$ cat config.mk
export PLATFORM = sky130hd
export DESIGN_NAME = uart_tx_op_flat
export DESIGN_NICKNAME = d
export VERILOG_FILES = /design/src/rtl/uart_tx_op_if.sv /design/src/rtl/uart_tx_op.sv /design/src/flat_wrapper.sv
export SDC_FILE = /design/constraint.sdc
export NUM_CORES = 1
export LEC_CHECK = 0
export BUFFER_PORTS_ARGS = -buffer_cell sky130_fd_sc_hd__buf_4
export CAP_MARGIN = 20
export CORE_MARGIN = 5
export CORE_UTILIZATION = 55
export CTS_CLUSTER_DIAMETER = 60
export DETAILED_ROUTE_END_ITERATION = 16
export PLACE_DENSITY = 0.72
export SYNTH_ARGS = -nofsm -noshare
export SYNTH_HDL_FRONTEND = slang
export SYNTH_SLANG_ARGS = --single-unit
$ cat constraint.sdc
create_clock -name clk_i -period 3.7 [get_ports clk_i]
set_input_delay 0.185 -clock clk_i [delete_from_list [all_inputs] [get_ports clk_i]]
set_output_delay 0.185 -clock clk_i [all_outputs]
set_load 0.01 [all_outputs]
$ cat src/rtl/uart_tx_op_if.sv
// uart_tx_op_if: payload handshake between a producer and the uart_tx_op transmitter
interface uart_tx_op_if;
  logic [7:0] data_tx_i;
  logic       datatx_vld_i;
  logic       datatx_rdy_o;
  modport master (output data_tx_i, output datatx_vld_i, input datatx_rdy_o);
  modport slave (input data_tx_i, input datatx_vld_i, output datatx_rdy_o);
endinterface

$ cat src/rtl/uart_tx_op.sv
// uart_tx_op: oversampled UART transmitter with 5-8 data bits, optional parity and 1/1.5/2 stop bits
// Optional line-break input enabled by defining UART_TX_BREAK_EN.
module uart_tx_op (
  input  logic       clk_i,
  input  logic       reset_i,
  input  logic       clk_sample_i,
  input  logic [3:0] data_bit_num_i,
  input  logic [1:0] parity_type_i,
  input  logic [1:0] stop_bit_num_i,
  input  logic [7:0] oversample_rate_i,
  uart_tx_op_if.slave tx_if,
`ifdef UART_TX_BREAK_EN
  input  logic       break_i,
`endif
  output logic       uart_tx_o,
  output logic       busy_tx_o,
  output logic       tx_done_o
);
  typedef enum logic [2:0] {IDLE, START, DATA, PARITY, STOP} state_t;
  state_t     r_state;
  logic [7:0] r_data, r_rate, r_cnt;
  logic [2:0] r_last, r_idx;
  logic [1:0] r_par, r_stop;
  logic       r_seg, r_tx, r_busy, r_done, r_rdy;
  logic [7:0] w_lim, w_mask;
  logic [3:0] w_dm1;
  logic [2:0] w_last;
  logic       w_end, w_par, w_brk;
`ifdef UART_TX_BREAK_EN
  assign w_brk = break_i;
`else
  assign w_brk = 1'b0;
`endif
  assign uart_tx_o = r_tx;
  assign busy_tx_o = r_busy;
  assign tx_done_o = r_done;
  assign tx_if.datatx_rdy_o = r_rdy;
  // The half stop segment of 1.5 stop bits is the only bit shorter than N pulses
  always_comb begin
    w_lim = (r_state == STOP && r_seg && r_stop == 2'b01) ? (r_rate >> 1) - 8'd1 : r_rate - 8'd1;
    w_end = clk_sample_i && r_cnt == w_lim;
    w_par = ^r_data ^ r_par[1];
    w_dm1 = data_bit_num_i - 4'd1;
    w_last = (data_bit_num_i >= 4'd5 && data_bit_num_i <= 4'd8) ? w_dm1[2:0] : 3'd7;
    w_mask = ~(8'hFE << w_last);
  end
  always_ff @(posedge clk_i) begin
    if (reset_i) begin
      r_state <= IDLE;
      r_data <= '0;
      r_rate <= '0;
      r_cnt <= '0;
      r_last <= '0;
      r_idx <= '0;
      r_par <= '0;
      r_stop <= '0;
      r_seg <= 1'b0;
      r_tx <= 1'b1;
      r_busy <= 1'b0;
      r_done <= 1'b0;
      r_rdy <= 1'b0;
    end else begin
      r_done <= 1'b0;
      if (r_state != IDLE && clk_sample_i) r_cnt <= w_end ? 8'd0 : r_cnt + 8'd1;
      case (r_state)
        IDLE: begin
          r_busy <= 1'b0;
          if (r_rdy && tx_if.datatx_vld_i) begin
            r_data <= tx_if.data_tx_i & w_mask;
            r_last <= w_last;
            r_par <= (parity_type_i == 2'b11) ? 2'b00 : parity_type_i;
            r_stop <= (stop_bit_num_i == 2'b11) ? 2'b00 : stop_bit_num_i;
            r_rate <= (oversample_rate_i < 8'd2) ? 8'd2 : oversample_rate_i;
            r_cnt <= '0;
            r_state <= START;
            r_tx <= 1'b0;
            r_busy <= 1'b1;
            r_rdy <= 1'b0;
          end else begin
            r_rdy <= !w_brk;
            r_tx <= !w_brk;
          end
        end
        START: if (w_end) begin
          r_state <= DATA;
          r_idx <= '0;
          r_tx <= r_data[0];
        end
        DATA: if (w_end) begin
          if (r_idx == r_last) begin
            r_state <= (r_par != 2'b00) ? PARITY : STOP;
            r_tx <= (r_par != 2'b00) ? w_par : 1'b1;
            r_seg <= 1'b0;
          end else begin
            r_idx <= r_idx + 3'd1;
            r_tx <= r_data[r_idx + 3'd1];
          end
        end
        PARITY: if (w_end) begin
          r_state <= STOP;
          r_tx <= 1'b1;
          r_seg <= 1'b0;
        end
        STOP: if (w_end) begin
          if (!r_seg && r_stop != 2'b00) r_seg <= 1'b1;
          else begin
            r_state <= IDLE;
            r_done <= 1'b1;
          end
        end
        default: r_state <= IDLE;
      endcase
    end
  end
endmodule
$ cat src/flat_wrapper.sv
// flat-port wrapper written by rule: the top's interface ports become plain ports
module uart_tx_op_flat 
  (clk_i, reset_i, clk_sample_i, data_bit_num_i, parity_type_i, stop_bit_num_i, oversample_rate_i, uart_tx_o, busy_tx_o, tx_done_o, tx_if_data_tx_i, tx_if_datatx_vld_i, tx_if_datatx_rdy_o);
  uart_tx_op_if tx_if_i ();
  input  logic clk_i;
  input  logic reset_i;
  input  logic clk_sample_i;
  input  logic [3:0] data_bit_num_i;
  input  logic [1:0] parity_type_i;
  input  logic [1:0] stop_bit_num_i;
  input  logic [7:0] oversample_rate_i;
  output logic uart_tx_o;
  output logic busy_tx_o;
  output logic tx_done_o;
  input wire logic [$bits(tx_if_i.data_tx_i)-1:0] tx_if_data_tx_i;
  input wire logic [$bits(tx_if_i.datatx_vld_i)-1:0] tx_if_datatx_vld_i;
  output wire logic [$bits(tx_if_i.datatx_rdy_o)-1:0] tx_if_datatx_rdy_o;
  assign tx_if_i.data_tx_i = tx_if_data_tx_i;
  assign tx_if_i.datatx_vld_i = tx_if_datatx_vld_i;
  assign tx_if_datatx_rdy_o = tx_if_i.datatx_rdy_o;
  uart_tx_op u_core (.clk_i(clk_i), .reset_i(reset_i), .clk_sample_i(clk_sample_i), .data_bit_num_i(data_bit_num_i), .parity_type_i(parity_type_i), .stop_bit_num_i(stop_bit_num_i), .oversample_rate_i(oversample_rate_i), .tx_if(tx_if_i), .uart_tx_o(uart_tx_o), .busy_tx_o(busy_tx_o), .tx_done_o(tx_done_o));
endmodule
; ---- Yosys cells after proc, flatten, opt, wreduce, memory -nomap -nowiden
; Cells that the tools add are included.
[totals]
word_cells = 107
in_bits = 28
reg_bits = 42
out_inout_bits = 4
[op_classes]
reduce_logical = 22
n_addsub = 5
magnitude_cmp = 4
shift = 1
n_eq_ne = 18
n_bitwise = 5
muxes = 39
[op_table]
columns = cell, count
row1 = $mux W8, 6
row2 = $mux W3, 12
row3 = $pmux W3 S5, 1
row4 = $mux W1, 14
row5 = $ne A2 B1 Y1 const B, 6
row6 = $add A8 B1 Y8 const B, 1
row7 = $and A8 B8 Y8, 1
row8 = $eq A8 B8 Y1, 1
row9 = $lt A8 B2 Y1 const B, 1
row10 = $not A8 Y8, 1
row11 = $reduce_and A4 Y1, 2
row12 = $reduce_xor A8 Y1, 1
row13 = $shl A8 B3 Y8 const A, 1
row14 = $sub A7 B1 Y8 const B, 1
row15 = $sub A8 B1 Y8 const B, 1
row16 = $logic_and A1 B1 Y1, 7
row17 = $reduce_and A7 Y1, 1
row18 = $eq A3 B2 Y1 const B, 2
row19 = $ne A2 B2 Y1 const B, 3
row20 = $pmux W3 S2, 1
row21 = $reduce_and A6 Y1, 1
row22 = $reduce_bool A2 Y1, 3
row23 = $reduce_bool A3 Y1, 2
row24 = $eq A2 B2 Y1 const B, 2
row25 = other kinds (20), 22

; ---- Logic depth before layout (Yosys ltp)
[depth]
ltp_word = 10
mapped_depth = 13
ltp_nobuf = 11

; ---- Worst setup path after synthesis
; Ideal clock, no wire load.
[synth_timing]
path_type = register to register
from = reg u_core.r_state[0]
to = reg u_core.r_cnt[0]
path_buffers = 1
stages_incl_launch_ff = 12
period_less_slack_ps = 3128
t_arrival_ps = 3008
setup_ps = 120
required_ps = 3580
path_slack_ps = 572
cell_sequence = dfxtp_1 > buf_4 > or3b_1 > nor2_4 > a21oi_1 > ha_1 > nor2b_1 > a211o_1 > o32a_1 > or4_4 > o21ai_4 > nor2_1
[synth_via]
elab_chain_len = 10
elab_cells_between_ends = 13
classes_between = eq/ne: 2 / mux: 5 / reduce/logical: 6
[synth_lines]
columns = element, line
row1 = "start, declared", uart_tx_op.sv:20  ; state_t r_state;
row2 = "start signal, assigned", uart_tx_op.sv:91  ; r_state <= (r_par != 2'b00) ? PARITY : STOP;
row3 = $eq A3 B3 Y1, uart_tx_op.sv:40  ; w_lim = (r_state == STOP && r_seg && r_stop == 2'b01) ? (r_rate >> 1) - 8'd1 : r_rate - 8'd1;
row4 = $logic_and A1 B1 Y1 (2 in a row), uart_tx_op.sv:40
row5 = $mux W8, uart_tx_op.sv:40
row6 = $eq A8 B8 Y1, uart_tx_op.sv:41  ; w_end = clk_sample_i && r_cnt == w_lim;
row7 = $logic_and A1 B1 Y1, uart_tx_op.sv:41
row8 = $mux W8 (2 in a row), uart_tx_op.sv:64  ; if (r_state != IDLE && clk_sample_i) r_cnt <= w_end ? 8'd0 : r_cnt + 8'd1;
row9 = $mux W8, uart_tx_op.sv:68  ; if (r_rdy && tx_if.datatx_vld_i) begin
row10 = $mux W8 (*), uart_tx_op.sv:65  ; case (r_state)
row11 = "end signal, assigned", uart_tx_op.sv:64
row12 = "end, declared", uart_tx_op.sv:21  ; logic [7:0] r_data, r_rate, r_cnt;
; Mark *: on every way between the ends. The rest lies on a longest branch, timed or not.
; A chain may end at the register's enable or synchronous reset.

; ---- Final worst setup path
[layout_timing]
from = reg u_core.r_state[2]
to = reg u_core.r_cnt[7]
; Same word-level chain as after synthesis.

==> flow_metrics.env <==
export IMPL_setup_viol=0
export IMPL_synth_top_area_cell="dfxtp_1"
export IMPL_max_freq_mhz=290
export IMPL_cp_end_kind="register"
export IMPL_reg2reg_depth=10
export IMPL_synth_top_cells_by_area="dfxtp_1 (33%), xnor2_1 (6.6%), nand2_1 (5.1%)"
export IMPL_die_height_um=77.6
export IMPL_cp_arrival_ns=3.63
export IMPL_cts_made_buffers=5
export IMPL_timing_final_ws_setup_ns=0.254
export IMPL_htree_levels=2
export IMPL_syn_num_nets=339
export IMPL_crit_family="simple AND/OR/NAND/NOR gates"
export IMPL_worst_r2r_setup_slack_ns=0.25
export IMPL_setup_worst_path_end="u_core.r_cnt[7]"
export IMPL_yosys_warnings=0
export IMPL_clk_latency_ns=0.29
export IMPL_peakVddDrop_mv=0.253
export IMPL_critPathMaxFanout=10
export IMPL_required_ns=3.88
export IMPL_cp_slowest_cell="or4_4"
export IMPL_timing_hold_violations_final=0
export IMPL_ios=32
export IMPL_max_cap_violations=0
export IMPL_post_drt_wl_per_cell_um=13.9
export IMPL_syn_inst=306
export IMPL_period_minus_slack_ns=3.45
export IMPL_critical_path_class="reg -> reg"
export IMPL_hold_buffers=0
export IMPL_start_kind="register"
export IMPL_syn_to_final_growth_pct=14.9
export IMPL_drtIter0Drc=139
export IMPL_grt_pass1_vias=1964
export IMPL_fin_skew_ns=0.00540
export IMPL_crit_buf_inv=0
export IMPL_post_route_drc_count=0
export IMPL_routabilityCongestion=0.868
export IMPL_synth_edff_count=0
export IMPL_dpl_hpwl_mm=4.09
export IMPL_synth_top_area_share_pct=33.5
export IMPL_wirelength_mm=5.35
export IMPL_final_layout_size_suffix_gt1_share_pct=15.6
export IMPL_clockBufferDepth=2
export IMPL_outcome="complete, no violations"
export IMPL_grt_usage_pct=18.5
export IMPL_startpoint="u_core.r_state[2]"
export IMPL_first_pass_iters=4
export IMPL_slew_viol_final=0
export IMPL_final_common_cell="dfxtp_1"
export IMPL_ys_flop_type="dfxtp_1"
export IMPL_setup_tns_ns=0
export IMPL_rsz0062_at_grt="false"
export IMPL_fill_cells=399
export IMPL_worstReg2RegStart="u_core.r_state[2]"
export IMPL_path_cells="or3b_1 > nor2_4 > a21oi_1 > ha_1 > nor2b_1 > a211o_1 > o32a_1 > or4_4 > o21ai_4 > nor2_1"
export IMPL_numPortBuffers=31
export IMPL_fp_row_count=24
export IMPL_syn_cell_area_um2=2510
export IMPL_syn_area_per_cell_um2=8.20
export IMPL_floorplan_initialDensity_pct=57.2
export IMPL_place_ws_ns=0.290
export IMPL_min_path_type="in -> reg"
export IMPL_synthDistinctLibCells=56
export IMPL_timing_slew_headroom_pct=53.9
export IMPL_die_w_um=77.6
export IMPL_cp_depth=10
export IMPL_cts_sinks=42
export IMPL_grt_max_degree=35
export IMPL_tritoncts="built"
export IMPL_antenna_found_initial=0
export IMPL_p_per_area_nw_per_um2=363
export IMPL_nets=366
export IMPL_post_cts_resized=0
export IMPL_total_leakage_power_nw=1.09
export IMPL_cts_root_buf="clkbuf_8"
export IMPL_core_area_um2=4380
export IMPL_fin_crit_sh_pct=93.1
export IMPL_num_vias=2192
export IMPL_ys_seq_elements=42
export IMPL_r2r_end="u_core.r_cnt[7]"
export IMPL_viasPerCell=5.69
export IMPL_ys_async_sr_fraction_pct=0
export IMPL_grt_first_pass_wirelength_mm=9.32
export IMPL_final_cell_mix="dfxtp_1 (42), buf_4 (35), nand2_1 (34)"
export IMPL_hold_ws_ns=0.0984
export IMPL_post_cts_buffers=0
export IMPL_crit_path_max_incr_delay_ns=0.58
export IMPL_worstMarginPinSlew_ns=0.689
export IMPL_dieArea_um2=6010
export IMPL_ant_nets=0
export IMPL_yosysSeqAreaShare_pct=33.5
export IMPL_clkTransAtPathRegs_ns=0.08
export IMPL_grt_overflow_total=0
export IMPL_antennaDiodeCount=0
==> worst reg2reg max path, delay by kind of cell, from the launching register on <==
family          cells  cell delay [ns]
compound gates      4             1.03
flops               1             0.48
fa+ha+maj           1             0.24
simple gates        5             1.58
==> metal layers <==
layer  GRT usage, %  share of wire [%]  up-vias  wire (µm)
met5              0                  0        -          0
met4           5.33                1.3        0         67
met1           27.0                 50      985       2670
li1               -                  -     1147          -
met3           4.51                6.6        7        352
met2           27.1                 42       53       2250
==> through the flow <==
step	utilization, %	instances	power (mW)	area, µm²
2_1_floorplan	-	306	0.631	2510
3_3_place_gp	63.2	378	0.686	2770
3_5_place_dp	63.2	378	0.687	2770
4_1_cts	65.8	385	1.06	2880
5_1_grt	65.8	385	1.11	2880
6_report	65.8	385	1.05	2880
==> sequential cells by signal (all words and copies together), names as in the netlist <==
register,cells
u_core.r_cnt,8
u_core.r_data,8
u_core.r_stop,2
u_core.r_last,3
u_core.tx_done_o,1
u_core.r_idx,3
u_core.r_seg,1
u_core.tx_if.datatx_rdy_o,1
u_core.r_rate,8
u_core.r_state,3
u_core.uart_tx_o,1
u_core.r_par,2
u_core.busy_tx_o,1
==> cells by family (layout without fill, tap and decap cells) <==
group / after synthesis / count (layout) / synth area share (%)
AND/OR/NAND/NOR: 129 / 129 / 26.5
AO/OA/AOI/OAI: 72 / 72 / 19.4
flip-flops: 42 / 42 / 33.5
XOR/XNOR: 27 / 27 / 9.42
buffers and inverters: 21 / 48 / 3.59
multiplexers: 10 / 10 / 5.03
adder cells (fa/ha/maj): 5 / 5 / 2.49
==> worst min path at each step <==
stage | startpoint | endpoint | slack (ns) | cells past startpoint
floorplan | tx_if_data_tx_i[4] | u_core.r_data[4] | 0.31 | 1
global placement | tx_if_data_tx_i[6] | u_core.r_data[6] | 0.40 | 2
detailed placement | tx_if_data_tx_i[6] | u_core.r_data[6] | 0.40 | 2
CTS | tx_if_data_tx_i[6] | u_core.r_data[6] | 0.09 | 2
global route | tx_if_data_tx_i[4] | u_core.r_data[4] | 0.09 | 2
finish | tx_if_data_tx_i[6] | u_core.r_data[6] | 0.1 | 2
==> report_power, final <==
part | total, mW | internal [mW] | switching [mW]
Combinational | 0.185 | 0.0925 | 0.0928
Clock | 0.370 | 0.216 | 0.154
Sequential | 0.492 | 0.470 | 0.0216
==> synthesized netlist by cell type (4+ instances only) <==
cell      instances
a211oi_1          4
xor2_1            8
inv_1             6
o21ai_0           7
xnor2_1          19
nand3b_1          5
clkbuf_1         11
nor3_1           10
a21oi_1          25
nor2b_1           5
ha_1              5
dfxtp_1          42
nand4_1           5
nand2_1          34
nor2_1           29
mux2i_1           7
nand3_1          13
nand2b_1          7
==> final cells by class <==
type	instances	area, µm²	share of cell area [%]
Clock buffer	6	82.6	2.86
Clock inverter	1	30.0	1.04
Inverter	6	22.5	0.781
Multi-Input combinational cell	243	1580	54.8
Sequential cell	42	841	29.2
Tap cell	52	65.1	2.26
Timing Repair Buffer	35	263	9.11
(Power assumes the default switching activity.)
